$ cat config.mk
export PLATFORM = sky130hd
export DESIGN_NAME = dccm_port_arb
export DESIGN_NICKNAME = d
export VERILOG_FILES = /design/src/rtl/dccm_port_arb.sv
export SDC_FILE = /design/constraint.sdc
export NUM_CORES = 1
export LEC_CHECK = 0
export ABC_AREA = 1
export CAP_MARGIN = 20
export CORE_ASPECT_RATIO = 0.5
export CORE_MARGIN = 3
export CORE_UTILIZATION = 31
export CTS_BUF_LIST = sky130_fd_sc_hd__clkbuf_16
export CTS_CLUSTER_SIZE = 16
export DETAILED_ROUTE_END_ITERATION = 8
export SLEW_MARGIN = 20
export SYNTH_ARGS = -nofsm -noshare
export SYNTH_HDL_FRONTEND = slang
export SYNTH_SLANG_ARGS = --single-unit
export TNS_END_PERCENT = 100
$ cat constraint.sdc
create_clock -name clk -period 1.9 [get_ports clk]
set_input_delay 0.19 -clock clk [delete_from_list [all_inputs] [get_ports clk]]
set_output_delay 0.19 -clock clk [all_outputs]
set_load 0.01 [all_outputs]
$ cat src/rtl/dccm_port_arb.sv
// ============================================================================
// Module      : dccm_port_arb
// Description : Arbiter/sequencer for the single DCCM access port shared by
//               the LSU and the DMA slave. Grants at most one requester per
//               cycle, drives the DCCM read/write controls and turns
//               partial-word writes into a two-cycle read-modify-write.
//               Optional DMA anti-starvation priority is enabled by defining
//               the macro RV_DCCM_ARB_STARVE_EN.
// Revision    : 1.0 - initial release
// ============================================================================
`default_nettype none

module dccm_port_arb #(
    parameter int ADDR_W     = 16,
    parameter int STARVE_MAX = 4
) (
    input  logic              clk,
    input  logic              rst_l,

    input  logic              lsu_req,
    input  logic              lsu_wr,
    input  logic [ADDR_W-1:0] lsu_addr,
    input  logic [31:0]       lsu_wdata,
    input  logic [3:0]        lsu_byteen,
    output logic              lsu_gnt,
    output logic              lsu_rvalid,
    output logic [31:0]       lsu_rdata,

    input  logic              dma_req,
    input  logic              dma_wr,
    input  logic [ADDR_W-1:0] dma_addr,
    input  logic [31:0]       dma_wdata,
    input  logic [3:0]        dma_byteen,
    output logic              dma_gnt,
    output logic              dma_rvalid,
    output logic [31:0]       dma_rdata,

    output logic              dccm_rden,
    output logic [ADDR_W-1:0] dccm_rd_addr_lo,
    output logic              dccm_wren,
    output logic [ADDR_W-1:0] dccm_wr_addr,
    output logic [31:0]       dccm_wr_data,
    input  logic [31:0]       dccm_rd_data_lo,

    output logic              arb_busy
);

    typedef enum logic [0:0] {
        ST_IDLE = 1'b0,
        ST_RMW  = 1'b1
    } state_e;

    state_e              state_q;
    logic [ADDR_W-1:0]   rmw_addr_q;
    logic [31:0]         rmw_wdata_q;
    logic [3:0]          rmw_byteen_q;

    logic                lsu_rvalid_q;
    logic                dma_rvalid_q;
    logic [31:0]         lsu_rdata_q;
    logic [31:0]         dma_rdata_q;

    // Word-aligned request addresses; the two low address bits carry no
    // meaning on this 32-bit port.
    logic [ADDR_W-1:0]   w_lsu_addr_al;
    logic [ADDR_W-1:0]   w_dma_addr_al;
    logic                w_unused_addr_lo;

    assign w_lsu_addr_al    = {lsu_addr[ADDR_W-1:2], 2'b00};
    assign w_dma_addr_al    = {dma_addr[ADDR_W-1:2], 2'b00};
    assign w_unused_addr_lo = ^{lsu_addr[1:0], dma_addr[1:0]};

    // Arbitration qualifiers. Everything combinational is forced low while
    // reset is asserted so that an in-flight RMW write is dropped at once.
    logic w_idle;
    logic w_rmw;
    logic w_dma_pri;

    assign w_idle = rst_l & (state_q == ST_IDLE);
    assign w_rmw  = rst_l & (state_q == ST_RMW);

`ifdef RV_DCCM_ARB_STARVE_EN
    localparam logic [3:0] c_starve_max = 4'(STARVE_MAX);

    logic [3:0] starve_cnt_q;
    logic [3:0] starve_cnt_d;

    // DMA is promoted once it has lost arbitration STARVE_MAX times in a row.
    assign w_dma_pri = (starve_cnt_q >= c_starve_max);

    // Count IDLE cycles in which DMA waits; RMW cycles hold the count.
    always_comb begin
        starve_cnt_d = starve_cnt_q;
        if (!dma_req || dma_gnt) begin
            starve_cnt_d = 4'd0;
        end else if ((state_q == ST_IDLE) && (starve_cnt_q != 4'hF)) begin
            starve_cnt_d = starve_cnt_q + 4'd1;
        end
    end

    // Starvation counter register.
    always_ff @(posedge clk or negedge rst_l) begin
        if (!rst_l) begin
            starve_cnt_q <= 4'd0;
        end else begin
            starve_cnt_q <= starve_cnt_d;
        end
    end
`else
    // Strict LSU priority: DMA only wins when the LSU is not requesting.
    logic w_unused_starve_max;

    assign w_dma_pri           = 1'b0;
    assign w_unused_starve_max = (STARVE_MAX != 0);
`endif

    // Winner selection and the selected request's attributes.
    logic              w_lsu_win;
    logic              w_dma_win;
    logic              w_any_win;
    logic              w_sel_wr;
    logic [ADDR_W-1:0] w_sel_addr;
    logic [31:0]       w_sel_wdata;
    logic [3:0]        w_sel_byteen;
    logic              w_sel_rd;
    logic              w_sel_full;
    logic              w_sel_part;

    assign w_lsu_win    = w_idle & lsu_req & ~(dma_req & w_dma_pri);
    assign w_dma_win    = w_idle & dma_req & ~w_lsu_win;
    assign w_any_win    = w_lsu_win | w_dma_win;

    assign w_sel_wr     = w_lsu_win ? lsu_wr        : dma_wr;
    assign w_sel_addr   = w_lsu_win ? w_lsu_addr_al : w_dma_addr_al;
    assign w_sel_wdata  = w_lsu_win ? lsu_wdata     : dma_wdata;
    assign w_sel_byteen = w_lsu_win ? lsu_byteen    : dma_byteen;

    // An all-zero byte enable is accepted but touches nothing in the DCCM.
    assign w_sel_rd   = w_any_win & ~w_sel_wr;
    assign w_sel_full = w_any_win &  w_sel_wr & (w_sel_byteen == 4'hF);
    assign w_sel_part = w_any_win &  w_sel_wr & (w_sel_byteen != 4'hF)
                                              & (w_sel_byteen != 4'h0);

    assign lsu_gnt = w_lsu_win;
    assign dma_gnt = w_dma_win;

    // Byte merge for the second half of a read-modify-write: enabled bytes
    // come from the captured write data, the rest from the old word.
    logic [31:0] w_merge_data;

    for (genvar gi = 0; gi < 4; gi++) begin : g_merge
        assign w_merge_data[8*gi +: 8] = rmw_byteen_q[gi] ? rmw_wdata_q[8*gi +: 8]
                                                          : dccm_rd_data_lo[8*gi +: 8];
    end

    // DCCM port drive. A read (plain or RMW first half) and a write never
    // coincide: writes only issue for full-word grants or in the RMW state,
    // neither of which can raise the read enable.
    assign dccm_rden       = w_sel_rd | w_sel_part;
    assign dccm_rd_addr_lo = dccm_rden ? w_sel_addr : '0;

    assign dccm_wren       = w_sel_full | w_rmw;
    assign dccm_wr_addr    = w_rmw      ? rmw_addr_q
                           : w_sel_full ? w_sel_addr
                           : '0;
    assign dccm_wr_data    = w_rmw      ? w_merge_data
                           : w_sel_full ? w_sel_wdata
                           : 32'h0;

    assign arb_busy = (state_q == ST_RMW);

    // Port sequencer: a partial write parks here for exactly one cycle while
    // the merged word is written back.
    always_ff @(posedge clk or negedge rst_l) begin
        if (!rst_l) begin
            state_q      <= ST_IDLE;
            rmw_addr_q   <= '0;
            rmw_wdata_q  <= 32'h0;
            rmw_byteen_q <= 4'h0;
        end else begin
            case (state_q)
                ST_IDLE: begin
                    if (w_sel_part) begin
                        state_q      <= ST_RMW;
                        rmw_addr_q   <= w_sel_addr;
                        rmw_wdata_q  <= w_sel_wdata;
                        rmw_byteen_q <= w_sel_byteen;
                    end
                end
                ST_RMW: begin
                    state_q <= ST_IDLE;
                end
                default: begin
                    state_q <= ST_IDLE;
                end
            endcase
        end
    end

    // Read response valids, one cycle behind the read grant.
    always_ff @(posedge clk or negedge rst_l) begin
        if (!rst_l) begin
            lsu_rvalid_q <= 1'b0;
            dma_rvalid_q <= 1'b0;
        end else begin
            lsu_rvalid_q <= w_lsu_win & ~lsu_wr;
            dma_rvalid_q <= w_dma_win & ~dma_wr;
        end
    end

    // Response data: the macro's read data is presented in the rvalid cycle
    // and then held in a register until the next response to that owner.
    assign lsu_rvalid = lsu_rvalid_q;
    assign dma_rvalid = dma_rvalid_q;
    assign lsu_rdata  = lsu_rvalid_q ? dccm_rd_data_lo : lsu_rdata_q;
    assign dma_rdata  = dma_rvalid_q ? dccm_rd_data_lo : dma_rdata_q;

    // Hold registers for the last delivered read data.
    always_ff @(posedge clk or negedge rst_l) begin
        if (!rst_l) begin
            lsu_rdata_q <= 32'h0;
            dma_rdata_q <= 32'h0;
        end else begin
            lsu_rdata_q <= lsu_rdata;
            dma_rdata_q <= dma_rdata;
        end
    end

endmodule

`default_nettype wire

Word-level counts from Yosys, hierarchy flattened
Cells that the tools add are included.
{"block": "totals", "ff_bits": 119, "latch_bits": 0, "ram_bits": 0, "mem_bits_ro": 0, "input_bits": 142, "wordCells": 49, "mem_count": 0}
{"block": "op_classes", "n_addsub": 0, "mul": 0, "n_div": 0, "order_cmp": 0, "n_eq_ne": 2, "shifts": 0, "mux": 17, "bitwise": 20, "n_reduce_logical": 2}
{"operator": "2-to-1 mux 32 bit", "count": 5}
{"operator": "2-to-1 mux 16 bit", "count": 4}
{"operator": "2-to-1 mux 8 bit", "count": 4}
{"operator": "AND 1 bit", "count": 12}
{"operator": "inverter 1 bit", "count": 5}
{"operator": "equality test 4 bit (second input constant)", "count": 1}
{"operator": "2-to-1 mux 4 bit", "count": 1}
{"operator": "inequality test 4 bit (second input constant)", "count": 1}
{"operator": "nonzero test 4 bit", "count": 1}
{"operator": "OR 1 bit", "count": 3}
{"operator": "2-to-1 mux 1 bit", "count": 2}
{"operator": "one-hot mux 1 bit (2 select lines)", "count": 1}
{"operator": "AND reduction 2 bit", "count": 1}

Logic depth before layout (Yosys ltp)
{"block": "depth", "ltp_word": 11, "depth_mapped": 12, "depth_no_buf": 10}

Least setup slack after synthesis
OpenSTA, ideal clock, no wires.
{"block": "synth_path", "path_kind": "register -> output", "from": "register state_q, in the netlist arb_busy", "to": "output port dccm_rd_addr_lo[10]", "arrival_ns": 1.580, "required_time_ns": 1.710, "path_slack_ns": 0.130, "path_stages_with_launch": 11, "cell_sequence": "dfrtp_1 > inv_2 > nand3_2 > buf_6 > nand2_1 > o21ai_2 > nor2_4 > nand3_2 > buf_6 > buf_6 > a21oi_1"}
{"block": "synth_between", "elab_chain_len": 11, "word_cells_on_any_way": 19}
{"element": "start, declared", "line_no": "53", "rtl": "state_e state_q;"}
{"element": "start signal, assigned", "line_no": "176", "rtl": "state_q <= ST_IDLE;"}
{"element": "start signal, assigned", "line_no": "184", "rtl": "state_q <= ST_RMW;"}
{"element": "start signal, assigned", "line_no": "191", "rtl": "state_q <= ST_IDLE;"}
{"element": "inverter 1 bit (no line) (*)"}
{"element": "AND 1 bit (*)", "line_no": "79", "rtl": "assign w_idle = rst_l & (state_q == ST_IDLE);"}
{"element": "AND 1 bit", "line_no": "129", "rtl": "assign w_lsu_win = w_idle & lsu_req & ~(dma_req & w_dma_pri);"}
{"element": "inverter 1 bit", "line_no": "130", "rtl": "assign w_dma_win = w_idle & dma_req & ~w_lsu_win;"}
{"element": "AND 1 bit", "line_no": "130"}
{"element": "OR 1 bit", "line_no": "131", "rtl": "assign w_any_win = w_lsu_win | w_dma_win;"}
{"element": "AND 1 bit (2 in series)", "line_no": "141", "rtl": "assign w_sel_part = w_any_win & w_sel_wr & (w_sel_byteen != 4'hF)"}
{"element": "AND 1 bit", "line_no": "142", "rtl": "& (w_sel_byteen != 4'h0);"}
{"element": "OR 1 bit", "line_no": "159", "rtl": "assign dccm_rden = w_sel_rd | w_sel_part;"}
{"element": "2-to-1 mux 16 bit (*)", "line_no": "160", "rtl": "assign dccm_rd_addr_lo = dccm_rden ? w_sel_addr : '0;"}
{"element": "end, declared", "line_no": "39", "rtl": "output logic [ADDR_W-1:0] dccm_rd_addr_lo,"}
Every way passes the cells marked *; elsewhere a longest branch is shown, timed or not.

Worst setup path in the final report
{"block": "layout_path", "from": "register state_q, in the netlist arb_busy", "to": "output port dccm_rden"}
{"block": "layout_between", "elab_chain_len": 10, "word_cells_on_any_way": 17}
{"element": "inverter 1 bit (no line) (*)"}
{"element": "AND 1 bit (*)", "line_no": "79"}
{"element": "AND 1 bit", "line_no": "129"}
{"element": "inverter 1 bit", "line_no": "130"}
{"element": "AND 1 bit", "line_no": "130"}
{"element": "OR 1 bit", "line_no": "131"}
{"element": "AND 1 bit (2 in series)", "line_no": "141"}
{"element": "AND 1 bit", "line_no": "142"}
{"element": "OR 1 bit (*)", "line_no": "159"}
{"element": "end, declared", "line_no": "38", "rtl": "output logic dccm_rden,"}
Marked as above.

==> impl_metrics.py <==
metrics = {
    "worst_setup_path": {
        "crit_buf_inv": 5,
        "path_delay_family": "buffers and inverters",
        "end_kind": "primary output",
        "critPathKind": "reg -> out",
        "crit_arrival_ns": 2.10,
        "crit_required_ns": 1.71,
        "crit_top_cell": "buf_12",
        "slowest_stage": "dfrtp_1",
        "cp_cell_sequence": "inv_2 > nand3_4 > buf_12 > nand2_4 > o21ai_4 > nor2_4 > buf_12 > nand3_4 > buf_12 > nand2_1 > clkdlybuf4s15_2",
        "crit_fanout": 12,
        "max_stage_delay_ns": 0.39,
        "startpoint_type": "flip-flop",
    },
    "placed_design": {
        "dp_slack_ns": -0.8778,
        "post-dp-hpwl_mm": 17.92,
        "portBuffers": 268,
        "gp_congestion": 0.9025,
        "placed_cells": 1457,
    },
    "route": {
        "dr.pass1.iters": 5,
        "avgViaCountPerCell": 4.851,
        "routed_wl_mm": 27.51,
        "postRouteAntennaNets": 0,
        "wl_per_cell_um": 17.92,
        "drt_iter0_markers": 397,
        "route.detailed.drc": 0,
        "vias": 7447,
    },
    "timing": {
        "fmaxAchievable_mhz": 436.8,
        "worst_pin_slew_ns": 0.6027,
        "fin_ws_ns": -0.3892,
        "rsz0062_at_grt": "yes",
        "fin_skew_ns": 0.007926,
        "report.final.slew_viol_count": 0,
        "min_period_over_period": 1.205,
        "finalSetupViolations": 106,
        "min_period_ns": 2.289,
        "finalHoldViolations": 0,
        "relSlewSlack": 0.5982,
    },
    "die": {
        "fp.dieW_um": 208.6,
        "fp-row-count": 36,
        "fp.coreArea_um2": 19820,
        "ios": 277,
        "dieArea_um2": 22390,
        "start_util": 0.3211,
        "die_h_um": 107.3,
    },
    "grt": {
        "antenna_found_initial": 0,
        "grt_max_degree": 51,
        "grt_pass1_vias": 7394,
        "overflow": 0,
        "track_usage": 0.2396,
        "grt_pass1_wl_mm": 41.75,
    },
    "synthesis": {
        "synth_top_flop_cell": "dfrtp_1",
        "synth_edf_count": 0,
        "syn-instance-count": 891,
        "yosys_warnings": 0,
        "avgSynthCellArea_um2": 7.143,
        "yosysSeqAreaShare": 0.4600,
        "ys_seq_elements": 117,
        "yosysUniqueCellTypes": 25,
        "async_flop_share": 1.000,
        "synth_area_um2": 6365,
    },
    "power_and_ir_drop": {
        "leakagePower_uw": 0.005632,
        "ir_worst_vdd_mv": 0.5110,
        "powerDensity_nw_per_um2": 865.2,
    },
    "layout": {
        "final_cells": 1535,
        "final_core_util": 0.5793,
        "drive_above_1_share": 0.3483,
        "syn_to_final_growth_pct": 80.38,
        "antenna_cells": 0,
        "layout.nets": 1398,
    },
    "clock_network": {
        "clk_path_buf_depth": 2,
        "htreeDepth": 4,
        "clock_insertion_delay_worst_skew_ns": 0.41,
        "cts.sinks": 117,
        "cts_buffers": 17,
        "clk_pin_slew_worst_paths_ns": 0.06,
        "cts_root_buf": "clkbuf_16",
        "cts_tree": "built",
    },
    "run": {
        "cap_violations": 0,
    },
    "outcome": {
        "status": "finished, violations left",
        "failed_checks": "negative setup slack",
    },
    "hold_path": {
        "min_path_type": "in -> async",
    },
}
-- registers in the layout (all words and copies together), names as in the netlist --
name / count
rmw_addr_q: 14
dma_rvalid: 1
lsu_rvalid: 1
rmw_byteen_q: 4
arb_busy: 1
dma_rdata_q: 32
lsu_rdata_q: 32
rmw_wdata_q: 32
-- per-stage QoR --
step                      area [um2]  total power [uW]  TNS, ns  hold slack (ns)
after floorplan                 6376              4779        0          -0.1056
after global placement          9908              6527   -65.62           0.4528
after detailed placement        9908              6580   -68.41           0.4559
after CTS                      11290              9805   -29.27          0.09808
after global routing           11480             10470   -40.58           0.1351
final                          11480              9933   -28.51           0.1153
-- Yosys cell counts, types with 4 or more instances --
cell type / count / share of area
buf_6: 7 / 0.012
nand3_1: 32 / 0.025
clkbuf_1: 35 / 0.021
a21oi_1: 74 / 0.058
nor2_1: 74 / 0.044
o21ai_0: 46 / 0.036
inv_1: 54 / 0.032
o21ai_1: 10 / 0.0079
dfrtp_1: 117 / 0.46
buf_2: 18 / 0.014
nand4_1: 56 / 0.055
buf_4: 11 / 0.013
nand2_1: 336 / 0.20
mux2_2: 4 / 0.0071
-- worst paths after layout --
path / startpoint / endpoint / slack, ns / cells past startpoint
max reg2reg: arb_busy$_DFF_PN0_ / rmw_wdata_q[1]$_DFFE_PN0P_ / -0.27 / 15
min in group clk: dma_wr / dma_rvalid$_DFF_PN0_ / 0.37 / 2
min: rst_l / rmw_wdata_q[28]$_DFFE_PN0P_ / 0.12 / 3
min reg2reg: rmw_addr_q[9]$_DFFE_PN0P_ / rmw_addr_q[9]$_DFFE_PN0P_ / 0.47 / 2
max in group asynchronous: rst_l / rmw_addr_q[11]$_DFFE_PN0P_ / 0.86 / 4
max: arb_busy$_DFF_PN0_ / dccm_rden / -0.39 / 11
-- routing by layer --
layer | vias to the layer above | global-route usage | wire (um)
li1 | 3600 | - | -
met1 | 3572 | 0.3237 | 12180
met2 | 231 | 0.3931 | 13130
met3 | 44 | 0.04658 | 1555
met4 | 0 | 0.07303 | 642
met5 | - | 0 | 0
-- tightest hold or removal path, delay by kind of cell --
kind,cells,cell delay (ns)
buf+inv,3,0.76
-- cells by family (layout without fill, tap and decap cells) --
group | after synthesis | count (layout) | share of synthesized area
AO/OA/AOI/OAI | 131 | 131 | 0.1036
buffers and inverters | 131 | 506 | 0.09554
flip-flops | 117 | 117 | 0.4600
multiplexers | 5 | 5 | 0.008649
other | 1 | 4 | 0.0005892
AND/OR/NAND/NOR | 506 | 506 | 0.3316
-- power breakdown --
| group | internal, uW | leakage [uW] | total (uW) | switching (uW) |
|---|---|---|---|---|
| combinational | 1680 | 0.00401 | 3540 | 1860 |
| clock | 1750 | 0.000273 | 2900 | 1150 |
| sequential | 3110 | 0.00135 | 3490 | 386 |
| total | 6540 | 0.00563 | 9930 | 3400 |
-- cell type report --
type	count	area (um2)
clock inverters	15	100.1
clock buffers	17	425.4
fillers	1857	8338
flip-flops and latches	117	2930
repair buffers	416	3960
inverters	58	227.7
well taps	266	332.8
multi-input cells	646	3505
-- cell usage in the layout, fill, tap and decap left out, types with 39 or more instances in the layout --
master           synthesis  layout
a21oi_1                 74      39
buf_2                   18      69
buf_4                   11      94
clkdlybuf4s50_1          0     139
dfrtp_1                117     115
inv_1                   54      57
nand2_1                336     265
nand2_2                  3      54
nand4_1                 56      56
nor2_1                  74      64
-- repair_timing --
item                                    4_1_cts  5_1_grt
gates resized for setup                     544      165
cloned                                       14        2
endpoints found under the setup margin      178      158
buffers inserted                             31       10
hold buffers                                  0        0
pin swaps                                    25       32
No activity file was read; power rests on OpenSTA's default activity.
